--- config.mk ---
export PLATFORM = sky130hd
export DESIGN_NAME = serial_data_requester
export DESIGN_NICKNAME = d
export VERILOG_FILES = /design/src/rtl/serial_data_requester.sv
export SDC_FILE = /design/constraint.sdc
export NUM_CORES = 1
export LEC_CHECK = 0
export CORE_MARGIN = 8
export CORE_UTILIZATION = 50
export CTS_BUF_LIST = sky130_fd_sc_hd__clkbuf_4 sky130_fd_sc_hd__clkbuf_8 sky130_fd_sc_hd__clkbuf_16
export DETAILED_ROUTE_END_ITERATION = 8
export DONT_BUFFER_PORTS = 1
export PLACE_DENSITY_LB_ADDON = 0.1
export SYNTH_ARGS = -nofsm -noshare
export SYNTH_HDL_FRONTEND = slang
export SYNTH_SLANG_ARGS = --single-unit
--- constraint.sdc ---
create_clock -name clk -period 2.08 [get_ports clk]
set_clock_uncertainty 0.05 [all_clocks]
set_input_delay 0.208 -clock clk [delete_from_list [all_inputs] [get_ports clk]]
set_output_delay 0.208 -clock clk [all_outputs]
set_load 0.005 [all_outputs]
--- src/rtl/serial_data_requester.sv ---
// Host-side initiator for the byte-serial command protocol: sends READ/BURST/DROP
// through the UART TX handshake and captures response bytes into a local buffer.
module serial_data_requester #(
  parameter int DATA_LENGTH    = 25,
  parameter int TIMEOUT_CYCLES = 50000,
  parameter int TO_WIDTH       = 16
) (
  input  logic       clk,
  input  logic       rst_n,
  input  logic       req_read,
  input  logic       req_burst,
  input  logic       req_drop,
  input  logic [7:0] req_addr,
  input  logic       busy,
  output logic       new_data_tx,
  output logic [7:0] data_tx,
  input  logic       new_data_rx,
  input  logic [7:0] data_rx,
  output logic       wr_en,
  output logic [7:0] wr_addr,
  output logic [7:0] wr_data,
  output logic       ready,
  output logic       done,
  output logic       timeout,
  output logic [7:0] rx_count
);

  localparam logic [2:0] ST_IDLE    = 3'd0;
  localparam logic [2:0] ST_TX_CMD  = 3'd1;
  localparam logic [2:0] ST_TX_GAP  = 3'd2;
  localparam logic [2:0] ST_TX_ADDR = 3'd3;
  localparam logic [2:0] ST_RX_WAIT = 3'd4;

  localparam logic [7:0] CMD_READ  = 8'h04;
  localparam logic [7:0] CMD_BURST = 8'h05;
  localparam logic [7:0] CMD_DROP  = 8'h42;

  localparam logic [7:0]          BURST_LEN = 8'(DATA_LENGTH);
  localparam logic [TO_WIDTH-1:0] TO_LAST   = TO_WIDTH'(TIMEOUT_CYCLES - 1);
  localparam logic [TO_WIDTH-1:0] TO_ONE    = TO_WIDTH'(1);
  localparam logic [TO_WIDTH-1:0] TO_ZERO   = TO_WIDTH'(0);

  logic [2:0]          state_r;
  logic [7:0]          cmd_r;
  logic [7:0]          addr_r;
  logic                addr_sent_r;
  logic [TO_WIDTH-1:0] to_cnt_r;

  logic                req_any_s;
  logic [7:0]          req_cmd_s;
  logic [7:0]          rx_count_inc_s;
  logic                last_byte_s;

  // Request arbitration (burst > read > drop) and response-completion decode
  always_comb begin
    req_any_s      = 1'b0;
    req_cmd_s      = 8'h00;
    rx_count_inc_s = rx_count;
    last_byte_s    = 1'b0;
    if (req_burst) begin
      req_any_s = 1'b1;
      req_cmd_s = CMD_BURST;
    end else if (req_read) begin
      req_any_s = 1'b1;
      req_cmd_s = CMD_READ;
    end else if (req_drop) begin
      req_any_s = 1'b1;
      req_cmd_s = CMD_DROP;
    end else begin
      req_any_s = 1'b0;
      req_cmd_s = 8'h00;
    end
    if (rx_count == 8'hFF) begin
      rx_count_inc_s = 8'hFF;
    end else begin
      rx_count_inc_s = rx_count + 8'd1;
    end
    if (cmd_r == CMD_READ) begin
      last_byte_s = 1'b1;
    end else begin
      last_byte_s = (rx_count_inc_s >= BURST_LEN);
    end
  end

  // Command sequencer, TX handshake, response capture and timeout supervision
  always_ff @(posedge clk or negedge rst_n) begin
    if (!rst_n) begin
      state_r     <= ST_IDLE;
      cmd_r       <= 8'h00;
      addr_r      <= 8'h00;
      addr_sent_r <= 1'b0;
      to_cnt_r    <= TO_ZERO;
      new_data_tx <= 1'b0;
      data_tx     <= 8'h00;
      wr_en       <= 1'b0;
      wr_addr     <= 8'h00;
      wr_data     <= 8'h00;
      ready       <= 1'b1;
      done        <= 1'b0;
      timeout     <= 1'b0;
      rx_count    <= 8'h00;
    end else begin
      new_data_tx <= 1'b0;
      data_tx     <= 8'h00;
      wr_en       <= 1'b0;
      done        <= 1'b0;
      timeout     <= 1'b0;
      case (state_r)
        ST_IDLE: begin
          // ready is low for the first IDLE cycle, so a request there is not accepted
          if (ready && req_any_s) begin
            cmd_r       <= req_cmd_s;
            addr_r      <= req_addr;
            addr_sent_r <= 1'b0;
            rx_count    <= 8'h00;
            ready       <= 1'b0;
            state_r     <= ST_TX_CMD;
          end else begin
            ready <= 1'b1;
          end
        end
        ST_TX_CMD: begin
          if (!busy) begin
            new_data_tx <= 1'b1;
            data_tx     <= cmd_r;
            state_r     <= ST_TX_GAP;
          end
        end
        ST_TX_ADDR: begin
          if (!busy) begin
            new_data_tx <= 1'b1;
            data_tx     <= addr_r;
            addr_sent_r <= 1'b1;
            state_r     <= ST_TX_GAP;
          end
        end
        ST_TX_GAP: begin
          if (cmd_r == CMD_DROP) begin
            done    <= 1'b1;
            state_r <= ST_IDLE;
          end else if ((cmd_r == CMD_READ) && !addr_sent_r) begin
            state_r <= ST_TX_ADDR;
          end else begin
            to_cnt_r <= TO_ZERO;
            state_r  <= ST_RX_WAIT;
          end
        end
        ST_RX_WAIT: begin
          // A byte arriving on the expiry cycle takes precedence over the timeout
          if (new_data_rx) begin
            wr_en    <= 1'b1;
            wr_data  <= data_rx;
            wr_addr  <= (cmd_r == CMD_READ) ? addr_r : rx_count;
            rx_count <= rx_count_inc_s;
            to_cnt_r <= TO_ZERO;
            if (last_byte_s) begin
              done    <= 1'b1;
              state_r <= ST_IDLE;
            end
          end else if (to_cnt_r == TO_LAST) begin
            timeout <= 1'b1;
            state_r <= ST_IDLE;
          end else begin
            to_cnt_r <= to_cnt_r + TO_ONE;
          end
        end
        default: begin
          state_r <= ST_IDLE;
          ready   <= 1'b1;
        end
      endcase
    end
  end

endmodule
==> results of run 1 <==
-- registers in the layout, summed over array words and instances, names as in the netlist, 3 cells and up --
name / flops
addr_r: 8
cmd_r: 3
data_tx: 8
rx_count: 8
state_r: 3
to_cnt_r: 16
wr_addr: 8
wr_data: 8
-- Yosys cell counts, types with 5 or more instances --
| master | instances |
|---|---|
| sky130_fd_sc_hd__dfrtp_1 | 67 |
| sky130_fd_sc_hd__a21oi_1 | 16 |
| sky130_fd_sc_hd__inv_1 | 5 |
| sky130_fd_sc_hd__nand4_1 | 10 |
| sky130_fd_sc_hd__mux2i_1 | 13 |
| sky130_fd_sc_hd__and3_1 | 11 |
| sky130_fd_sc_hd__xor2_1 | 12 |
| sky130_fd_sc_hd__nand2_1 | 73 |
| sky130_fd_sc_hd__nor3_1 | 6 |
| sky130_fd_sc_hd__clkbuf_1 | 11 |
| sky130_fd_sc_hd__nand3_1 | 13 |
| sky130_fd_sc_hd__nand2b_1 | 7 |
| sky130_fd_sc_hd__o21ai_0 | 17 |
| sky130_fd_sc_hd__nor2_1 | 26 |
-- cell usage in the layout, fill, tap and decap left out, drive strengths merged, types with 2 or more instances in the layout --
| cell | count |
|---|---|
| xor2 | 12 |
| nand2 | 73 |
| dfrtp | 67 |
| a211oi | 4 |
| o21ai | 18 |
| nand2b | 7 |
| a311oi | 3 |
| nor3 | 6 |
| dlygate4sd3 | 19 |
| ha | 2 |
| nor4 | 5 |
| nand4 | 10 |
| clkinvlp | 2 |
| and2 | 2 |
| inv | 6 |
| nor2 | 26 |
| nor4b | 3 |
| mux2i | 13 |
| nand3 | 13 |
| buf | 15 |
| clkinv | 3 |
| or3 | 4 |
| clkbuf | 10 |
| a21oi | 16 |
| and3 | 11 |
| nor3b | 3 |
-- power breakdown --
part / internal, mW / leakage [nW] / total [mW] / switching, mW
sequential: 1.65 / 0.905 / 1.96 / 0.312
combinational: 0.553 / 0.750 / 1.31 / 0.757
clock: 0.567 / 0.0961 / 1.07 / 0.505
-- timing repair --
item                                    CTS  global route
endpoints found under the hold margin    86             0
gates resized for setup                   0             1
endpoints found under the setup margin    0             2
hold buffers                             20             0
-- critical path: cells and delay by family, from the launching register on --
family | cells | cell delay (ps)
flops | 1 | 430
buf+inv | 1 | 160
compound gates | 3 | 720
simple gates | 2 | 510
-- per-layer routing --
layer	wire [um]	vias to the layer above	global-route usage, %
met1	3334	1116	22.02
met5	0	-	0
met2	3293	83	24.91
met3	608	19	5.460
met4	212	0	9.219
li1	-	1229	-
-- logic make-up (layout without fill, tap and decap cells) --
| kind of cell | after synthesis | in the layout | share of synthesized area [%] |
|---|---|---|---|
| AOI/OAI and AO/OA | 48 | 48 | 9.564 |
| DFF | 68 | 68 | 53.12 |
| xor gates and xnor gates | 13 | 13 | 3.552 |
| buffers and inverters | 24 | 56 | 3.044 |
| muxes | 14 | 14 | 4.410 |
| and+or+nand+nor | 169 | 169 | 25.53 |
| adders and majority gates | 2 | 2 | 0.7805 |
-- per-stage QoR --
step	hold slack, ps	power [mW]
floorplan	-137.6	2.832
global placement	-135.1	3.233
detailed placement	-135.0	3.244
CTS	46.04	4.391
global route	80.43	4.667
finish	59.75	4.346
-- how the worst min path moves through the flow --
stage	end	startpoint	cells past startpoint
floorplan	addr_r[0]$_DFFE_PN0P_	rst_n	0
global placement	to_cnt_r[14]$_DFFE_PN0P_	rst_n	0
detailed placement	to_cnt_r[14]$_DFFE_PN0P_	rst_n	0
CTS	state_r[1]$_DFFE_PN0P_	busy	2
global route	state_r[1]$_DFFE_PN0P_	busy	2
finish	state_r[1]$_DFFE_PN0P_	busy	2
-- final cells by class --
cell class,instances,area (um^2)
Clock buffer,10,131.4
Timing Repair Buffer,34,322.8
Tap cell,77,96.34
Fill cell,559,2526
Sequential cell,68,1703
Multi-Input combinational cell,246,1411
Clock inverter,6,63.81
Inverter,6,22.52
==> results by stage, run 1 <==
Outcome:
- The run finished with clean final reports.

Placement:
- The cell count after placement is 411.
- Summing all placed instances gives a cell area of 0.003332 mm^2.
- Routability-driven placement finished with a final weighted congestion of 0.8605.
- The HPWL reported at the end of detailed placement is 5.250 mm.
- The port buffer count is 0.
- The post-placement setup slack is 134.1 ps.

Synthesis:
- The primary flip-flop cell chosen by synthesis mapping is sky130_fd_sc_hd__dfrtp_1.
- The cell taking the most area after synthesis is sky130_fd_sc_hd__dfrtp_1.
- The number of synthesized flops with an enable pin is 0.
- Averaged over all synthesized cells, the footprint is 9.484 um^2.
- The synthesized netlist contains 45 unique library cells.
- Sequential cells were found to cover 53.12% of the synthesized design area.
- After synthesis, the cell types taking the most area are sky130_fd_sc_hd__dfrtp_1 52%, sky130_fd_sc_hd__nand2_1 8.5%, sky130_fd_sc_hd__mux2i_1 4.1%.
- The cell count after synthesis is 338.
- The number of warnings issued by yosys is 0.
- The portion of synthesized cell area occupied by the leading cell type is 52.30%.
- The cell area that synthesis handed to floorplanning was 0.003206 mm^2.
- The synthesized net count is 363.
- The register bit count reported by yosys is 68.
- The share of async-settable or async-resettable flops after synthesis is 100.0%.

STA:
- The maximum frequency from static timing analysis is 0.5118 GHz.
- The final hold violation count came to 0.
- After layout, the worst setup slack is 126.2 ps.
- The final cycle utilization of the critical path is 93.93%.
- The post-route setup TNS is 0 ps.
- The transition at the pin with the smallest max-transition slack is 664.2 ps.
- The relative slew slack is 55.63%.
- For the finished layout, the period the worst path requires is 1954 ps.
- Setup repair after global routing left no endpoint under its margin.
- Setup violations remaining at the end of the flow were counted as 0.
- The final number of max-transition violations is 0.

Cells and area:
- The post-layout net count is 390.
- Cells fill 59.76% of the core in the end.
- The number of antenna diodes in the final layout is 0.
- Relative to the synthesized area, the layout overhead comes to 17.02%.
- The post-layout instance count excluding filler cells is 447.
- Cells with a size suffix above 1 make up 10.81% of the layout.
- The total non-filler cell area in the finished layout is 0.003751 mm^2.

Global routing:
- The initial antenna violation count is 0.
- The aggregate global-route resource usage is 17.07%.
- The overflow left after global routing is 0.
- The first-pass GRT wire length is 12.01 mm.
- The number of global-route vias before repair is 2366.
- The maximum number of pins on one net before global-route repair is 69.

Die:
- The die covers 0.009229 mm^2.
- The die outline height is 96.07 um.
- Once the floorplan was initialized, standard cells occupied 51.07% of the core.
- The horizontal die dimension is 96.07 um.
- 60 I/O pins were placed.
- The floorplan row count is 29.
- In this run the standard cell core region covers 0.006277 mm^2.

Power:
- The leakage power figure is 1.751 nW.
- For this design the ratio of total power to cell area is 1159 mW/mm^2.
- The worst vdd rail ir drop is 0.6088 mV.

Worst setup path:
- The library cell contributing the largest single delay on the critical path is sky130_fd_sc_hd__dfrtp_1.
- The worst setup path is captured at a flop.
- The startpoint identified for the worst register-to-register timing path is cmd_r[2]$_DFFE_PN0P_.
- The endpoint identified for the worst register-to-register timing path is to_cnt_r[4]$_DFFE_PN0P_.
- The peak per-stage delay on the critical path is 430 ps.
- The worst endpoint data arrival time is 2160 ps.
- The signal on the critical path passes through nor4b_2 -> buf_4 -> a2111oi_4 -> o21ai_2 -> or3_1 -> a21oi_1.
- The largest fanout on the critical path is 8.
- Counting cells, the worst reg-to-reg path comes to 6.
- The minimum setup slack among reg-to-reg paths is 130 ps.
- STA classifies the critical path startpoint as a flop.
- The required time at the endpoint of the critical path is 2280 ps.
- The end of the critical path is to_cnt_r[4]$_DFFE_PN0P_.
- The critical path starts at cmd_r[2]$_DFFE_PN0P_.
- By startpoint and endpoint, the worst setup path is classified as flop to flop.

Route:
- In this run, the number of DRC markers left after iteration 0 of detailed routing was 102.
- The number of detailed-route iterations in the first pass is 4.
- The number of vias per cell after detailed routing is 5.474.
- After detailed routing, the average wire length per cell comes to 16.66 um.
- Summing over every cut layer, the via total after detailed routing is 2447.
- The detailed-route wire length is 7.449 mm.
- The detail route stage leaves a number of antenna-violating nets equal to 0.
- The final routed DRC violation total is 0.

Clock network:
- The deepest clock path buffer count is 2.
- Clock-pin slew was measured on the worst setup and hold paths at 70 ps.
- The clock tree from TritonCTS is built.
- The clock buffer count from CTS is 9.
- The number of buffers inserted by post-CTS setup repair is 0.
- The clock reaches the later pin of the worst-skew pair after 340 ps.
- For this design, the sink count on the clock tree is 68.
- CTS placed an instance of sky130_fd_sc_hd__clkbuf_8 at the clock tree root.
- The H-tree was split into 3 levels.

Min path:
- The tightest min-delay check is of the input port to flop type.

Flow run:
- The tool flagged a number of max-cap violations equal to 0.
No activity file was read; power rests on OpenSTA's default activity.
==> inputs of run 2 (changes only) <==
--- a/config.mk
+++ b/config.mk
@@ -5,6 +5,7 @@
 export SDC_FILE = /design/constraint.sdc
 export NUM_CORES = 1
 export LEC_CHECK = 0
+export CORE_ASPECT_RATIO = 1.5
 export CORE_MARGIN = 8
 export CORE_UTILIZATION = 50
 export CTS_BUF_LIST = sky130_fd_sc_hd__clkbuf_4 sky130_fd_sc_hd__clkbuf_8 sky130_fd_sc_hd__clkbuf_16
==> results by stage, run 2 (synthesis results as in run 1) <==
Cells and area:
- The number of antenna cells inserted is 0 (unchanged).
- The fraction of layout instances using a drive strength above 1 is 11.80% (+0.99 points).
- The total non-filler cell area in the finished layout came to 0.003762 mm^2 (+0.30%).
- The area growth from synthesis to final layout is 17.37%.
- The most common cell after layout, fill and taps aside is sky130_fd_sc_hd__nand2_1.
- The library cells used most frequently in the layout, excluding fill and tap cells, are 73 x sky130_fd_sc_hd__nand2_1, 66 x sky130_fd_sc_hd__dfrtp_1, 26 x sky130_fd_sc_hd__nor2_1.
- The post-layout net count is 393 (+0.77%).
- The number of flip-flops under the largest register name was 16 (unchanged).
- Counting flops per register, the top entry is to_cnt_r.
- The post-layout utilization of the core is 60.93% (+1.2 points).

Route:
- The detailed-route wire length is 7.699 mm (+3.4%).
- The count of routing violations after the opening detailed-route iteration is 91 (-11%).
- The number of vias per cell after detailed routing is 5.579 (+1.9%).
- The number of detailed-route iterations in the first pass is 4 (unchanged).
- The average wire length per cell after detail routing is 17.22 um (+3.4%).
- The post-route antenna net violation count was 0 (unchanged).
- The via count is 2494 (+1.9%).
- The final routed DRC violation total is 0 (unchanged).

STA:
- The count of final setup violators is 0 (unchanged).
- The final hold violation count is 0 (unchanged).
- The time the final worst path needs with I/O delays and setup is 1949 ps (-4.465 ps).
- The maximum frequency from static timing analysis is 0.5130 GHz (+0.23%).
- The least setup slack across all paths after layout is 130.6 ps (+4.465 ps).
- The relative slew slack is 62.69% (+7.1 points).
- The post-route setup TNS was 0 ps (unchanged).
- The transition at the pin with the smallest max-transition slack is 554.8 ps (-109.3 ps).
- The final number of max-transition violations is 0 (unchanged).
- The post-route worst hold slack is 24.76 ps (-34.99 ps).
- The final cycle utilization of the critical path is 93.72% (-0.21 points).
- Setup repair after global routing left no endpoint under its margin.

Worst setup path:
- The endpoint identified for the worst register-to-register timing path is to_cnt_r[3]$_DFFE_PN0P_.
- The minimum setup slack among reg-to-reg paths was 130 ps (about the same).
- The number of cells on the worst reg-to-reg path came to 6 (unchanged).
- The peak per-stage delay on the critical path was 450 ps (+20 ps).
- The start of the worst register-to-register path is cmd_r[2]$_DFFE_PN0P_.
- Traced cell by cell, the critical path runs through nor4b_2 -> buf_4 -> a2111oi_4 -> o21ai_2 -> or3_1 -> a21oi_1.
- The required time at the endpoint of the critical path is 2280 ps (about the same).
- STA classifies the critical path endpoint as a flop.
- STA classifies the critical path startpoint as a flop.
- The critical path in this run is classified as flop to flop.
- The largest fanout on the critical path is 7 (-1).
- The worst endpoint data arrival time is 2150 ps (about the same).
- On the critical path, the stage with the largest delay is an instance of sky130_fd_sc_hd__dfrtp_2.

Min path:
- The endpoint of the worst hold path is cmd_r[2]$_DFFE_PN0P_.
- The path class of the tightest hold or removal check is input port to flop.
- The worst hold path depth is 2 (unchanged).
- In this run the most critical hold path is launched from req_read.

Global routing:
- The initial antenna violation count is 0 (unchanged).
- The first-pass GRT wire length is 12.49 mm (+4.0%).
- The number of global-route vias before repair is 2567 (+8.5%).
- The aggregate global-route resource usage is 17.53% (+0.46 points).
- The maximum number of pins on one net before global-route repair is 69 (unchanged).
- The overflow left after global routing is 0 (unchanged).

Clock network:
- The clock-pin slew on the worst setup and hold paths was 80 ps (about the same).
- The deepest clock path buffer count came to 2 (unchanged).
- The H-tree level count was 3 (unchanged).
- In this run the clock root is driven by a sky130_fd_sc_hd__clkbuf_8.
- The later-pin clock latency in the skew report was 350 ps (about the same).
- The clock tree from TritonCTS is built.
- The clock buffer count from CTS is 9 (unchanged).
- The total number of clock tree sinks came to 68 (unchanged).

Placement:
- The HPWL reported at the end of detailed placement was 5.461 mm (+4.0%).
- The routability-driven placement congestion ratio is 0.8029 (-6.7%).
- The post-placement cell area is 0.003351 mm^2 (+0.56%).
- The post-placement setup slack was 123.8 ps (-10.25 ps).
- The port buffer count is 0 (unchanged).

Die:
- The floorplan row count came to 35 (+21%).
- The horizontal die dimension is 81.38 um (-15%).
- The placeable core region is 0.006175 mm^2 (-1.6%).
- The area of the die is 0.009282 mm^2 (+0.57%).
- The boundary pin count came to 60 (unchanged).
- The initial core utilization is 51.91% (+0.85 points).
- The die outline height is 114.1 um (+19%).

Outcome:
- The run finished with clean final reports.

Flow run:
- The total of max-cap violations came to 0 (unchanged).

Power:
- The worst vdd rail ir drop is 0.6593 mV (+8.3%).
- The leakage power figure is 1.766 nW (+0.86%).
- The power density relative to cell area is 1164 mW/mm^2 (+0.45%).
==> run 2: changes by cell type in the layout (fill, tap and decap cells not counted), sizes merged <==
cell	previous run	this run
buf	15	19
dlygate4sd3	19	18
==> run 2: repair_timing <==
| action | 4_1_cts | 5_1_grt |
|---|---|---|
| hold buffers | 19 | 0 |
| endpoints found under the hold margin | 85 | 0 |
| buffers inserted | 0 | 1 |
| setup endpoints to repair | 0 | 1 |
| resized for setup | 0 | 1 |
==> run 2: critical path, delay by kind of cell, from the launching register on <==
kind                   cells  cell delay, ps
and+or+nand+nor            2             490
DFF                        1             450
AOI/OAI and AO/OA          3             700
buffers and inverters      1             160
==> run 2: routing by layer <==
metal	vias to the layer above	wire, um	global-route usage (%)	part of all wire (%)
met1	1196	2968	18.53	39
met3	12	458	5.582	5.9
met2	62	4108	30.21	53
met5	-	0	0	0
li1	1224	-	-	-
met4	0	163	8.144	2.1
==> run 2: power by group <==
| part | switching (mW) | internal [mW] | leakage (nW) |
|---|---|---|---|
| Combinational | 0.775 | 0.577 | 0.766 |
| Clock | 0.509 | 0.566 | 0.0961 |
| Sequential | 0.297 | 1.65 | 0.904 |
==> run 2: stage by stage <==
stage / std cells / power (mW)
floorplan: 338 / 2.832
global placement: 411 / 3.247
detailed placement: 411 / 3.265
CTS: 446 / 4.421
global route: 447 / 4.680
finish: 447 / 4.379
==> run 2: worst max path at each step <==
stage,from,endpoint,cells past startpoint
floorplan,rx_count[0]$_DFFE_PN0P_,state_r[2]$_DFFE_PN0P_,6
global placement,cmd_r[2]$_DFFE_PN0P_,to_cnt_r[3]$_DFFE_PN0P_,6
detailed placement,cmd_r[2]$_DFFE_PN0P_,to_cnt_r[3]$_DFFE_PN0P_,6
CTS,cmd_r[2]$_DFFE_PN0P_,to_cnt_r[3]$_DFFE_PN0P_,6
global route,cmd_r[2]$_DFFE_PN0P_,to_cnt_r[3]$_DFFE_PN0P_,6
finish,cmd_r[2]$_DFFE_PN0P_,to_cnt_r[3]$_DFFE_PN0P_,6
==> run 2: layout make-up <==
cell class,instances,area (um^2)
Fill cell,517,2412
Sequential cell,68,1704
Multi-Input combinational cell,246,1405
Timing Repair Buffer,37,342.8
Clock buffer,10,131.4
Tap cell,74,92.59
Clock inverter,6,63.81
Inverter,6,22.52
==> inputs of run 3 (changes only) <==
--- a/config.mk
+++ b/config.mk
@@ -11,7 +11,6 @@
 export CTS_BUF_LIST = sky130_fd_sc_hd__clkbuf_4 sky130_fd_sc_hd__clkbuf_8 sky130_fd_sc_hd__clkbuf_16
 export DETAILED_ROUTE_END_ITERATION = 8
 export DONT_BUFFER_PORTS = 1
-export PLACE_DENSITY_LB_ADDON = 0.1
 export SYNTH_ARGS = -nofsm -noshare
 export SYNTH_HDL_FRONTEND = slang
 export SYNTH_SLANG_ARGS = --single-unit
==> results by stage, run 3 (synthesis results as in run 1) <==
Outcome:
- The flow ran to the end, and the final reports show no timing, DRC or antenna violations.

Cells and area:
- The post-layout net count is 393 (unchanged).
- The number of flip-flops under the largest register name is 16 (unchanged).
- The post-layout instance count excluding filler cells is 447 (unchanged).
- Leaving out fill and tap cells, the most frequent cell in the layout is sky130_fd_sc_hd__nand2_1.
- The fraction of layout instances using a drive strength above 1 is 11.80% (unchanged).
- The number of antenna cells inserted is 0 (unchanged).
- The area growth from synthesis to final layout is 17.84%.
- The register bank with the most flops is to_cnt_r.
- Leaving out fill and tap cells, the most frequent cells in the layout are 73 x sky130_fd_sc_hd__nand2_1, 67 x sky130_fd_sc_hd__dfrtp_1, 26 x sky130_fd_sc_hd__nor2_1.
- The total non-filler cell area in the finished layout came to 0.003777 mm^2 (+0.40%).

Global routing:
- The first-pass GRT wire length is 12.79 mm (+2.4%).
- The aggregate global-route resource usage is 17.88% (+0.35 points).
- The number of global-route vias before repair is 2596 (+1.1%).
- The maximum number of pins on one net before global-route repair is 69 (unchanged).
- The initial antenna violation count was 0 (unchanged).
- The overflow left after global routing was 0 (unchanged).

Die:
- The horizontal die dimension was 81.38 um (unchanged).
- The floorplan row count is 35 (unchanged).
- The die outline height is 114.1 um (unchanged).
- The area of the die came to 0.009282 mm^2 (unchanged).
- The placeable core region is 0.006175 mm^2 (unchanged).
- The boundary pin count is 60 (unchanged).
- The initial core utilization was 51.91% (unchanged).

Clock network:
- The total number of clock tree sinks is 68 (unchanged).
- The clock-pin slew on the worst setup and hold paths is 80 ps (about the same).
- The later-pin clock latency in the skew report came to 340 ps (about the same).
- The number of buffers inserted by post-CTS setup repair was 0 (unchanged).
- The clock root buffer is sky130_fd_sc_hd__clkbuf_8.
- The clock tree from TritonCTS is built.
- The clock buffer count from CTS is 9 (unchanged).
- The deepest clock path buffer count is 2 (unchanged).
- The H-tree level count came to 3 (unchanged).

STA:
- The transition at the pin with the smallest max-transition slack was 552.0 ps (-2.846 ps).
- The post-route setup TNS came to 0 ps (unchanged).
- The final cycle utilization of the critical path is 91.95% (-1.8 points).
- The count of final setup violators came to 0 (unchanged).
- The least setup slack across all paths after layout is 167.4 ps (+36.78 ps).
- Setup repair after global routing left no endpoint under its margin.
- The maximum frequency from static timing analysis was 0.5229 GHz (+1.9%).
- The final number of max-transition violations came to 0 (unchanged).
- The relative slew slack is 62.89% (+0.19 points).
- The final hold violation count is 0 (unchanged).
- The time the final worst path needs with I/O delays and setup was 1913 ps (-36.79 ps).

Placement:
- The HPWL reported at the end of detailed placement is 5.545 mm (+1.5%).
- The port buffer count was 0 (unchanged).
- The cell count after placement was 412 (+0.24%).
- The post-placement setup slack is 148.8 ps (+24.93 ps).
- The post-placement cell area is 0.003358 mm^2 (+0.22%).
- The routability-driven placement congestion ratio is 0.7693 (-4.2%).

Worst setup path:
- The critical path launch point type is a flop.
- The required time at the endpoint of the critical path was 2300 ps (+20 ps).
- The largest fanout on the critical path is 8 (+1).
- The number of cells on the worst reg-to-reg path is 6 (unchanged).
- The critical path capture point type is a flop.
- The critical path class is flop to flop.
- The minimum setup slack among reg-to-reg paths is 170 ps (+40 ps).
- The worst endpoint data arrival time is 2130 ps (-20 ps).

Route:
- The post-route antenna net violation count is 0 (unchanged).
- The average wire length per cell after detail routing is 17.21 um (about the same).
- The final routed DRC violation total was 0 (unchanged).
- The number of vias per cell after detailed routing is 5.588 (+0.16%).
- The number of detailed-route iterations in the first pass came to 4 (unchanged).
- The via count was 2498 (+0.16%).
- The count of routing violations after the opening detailed-route iteration is 125 (+37%).
- The detailed-route wire length is 7.694 mm (about the same).

Min path:
- The worst hold path depth is 2 (unchanged).
- The worst hold path belongs to the class input port to flop.

Power:
- The overall power came to 4.427 mW (+1.1%).
- The worst vdd rail ir drop is 0.6476 mV (-1.8%).
- The leakage power figure is 1.770 nW (+0.19%).
- The power density relative to cell area is 1172 mW/mm^2 (+0.70%).

Flow run:
- The total of max-cap violations is 0 (unchanged).
[run 3: worst paths after layout]
path                                                 to                   start
worst max-delay path            to_cnt_r[4]$_DFFE_PN0P_    cmd_r[2]$_DFFE_PN0P_
worst min-delay path               cmd_r[2]$_DFFE_PN0P_                req_read
worst max register to register  to_cnt_r[4]$_DFFE_PN0P_    cmd_r[2]$_DFFE_PN0P_
worst min register to register   wr_data[0]$_DFFE_PN0P_  wr_data[0]$_DFFE_PN0P_
max in group asynchronous             ready$_DFFE_PN1N_                   rst_n
min in group asynchronous             timeout$_DFF_PN0_                   rst_n
[run 3: timing repair]
action	in CTS	in global routing
resized for setup	0	1
hold endpoints to repair	85	0
endpoints found under the setup margin	0	1
hold buffers	19	0
[run 3: worst max-delay path, stage by stage, from the launching register on]
cell	delay (ps)
sky130_fd_sc_hd__dfrtp_1	430
sky130_fd_sc_hd__nor4b_2	170
sky130_fd_sc_hd__buf_4	160
sky130_fd_sc_hd__a2111oi_4	400
sky130_fd_sc_hd__o21ai_2	170
sky130_fd_sc_hd__or3_1	330
sky130_fd_sc_hd__a21oi_1	140
[run 3: cell type report]
type | count | area (um^2)
Fill cell | 536 | 2397
Sequential cell | 68 | 1703
Multi-Input combinational cell | 246 | 1410
Timing Repair Buffer | 37 | 342.8
Clock buffer | 9 | 123.9
Tap cell | 74 | 92.59
Clock inverter | 7 | 82.58
Inverter | 6 | 22.52
[run 3: stage by stage]
stage | utilization [%] | hold slack [ps]
after detailed placement | 54.39 | -135.0
after global routing | 61.18 | 16.12
after CTS | 61.09 | 12.37
after global placement | 54.39 | -135.0
after floorplan | - | -137.6
final | 61.18 | 10.50
[run 3: metal layers]
| metal | track usage, % | up-vias | routed length, um |
|---|---|---|---|
| met2 | 31.54 | 49 | 4239 |
| li1 | - | 1229 | - |
| met3 | 4.009 | 8 | 364 |
| met1 | 19.73 | 1212 | 2998 |
| met4 | 7.186 | 0 | 91 |
| met5 | 0 | - | 0 |
[run 3: power by group]
group	switching, mW	internal (mW)
logic	0.762	0.579
clock network	0.556	0.574
registers	0.304	1.65
total	1.62	2.80
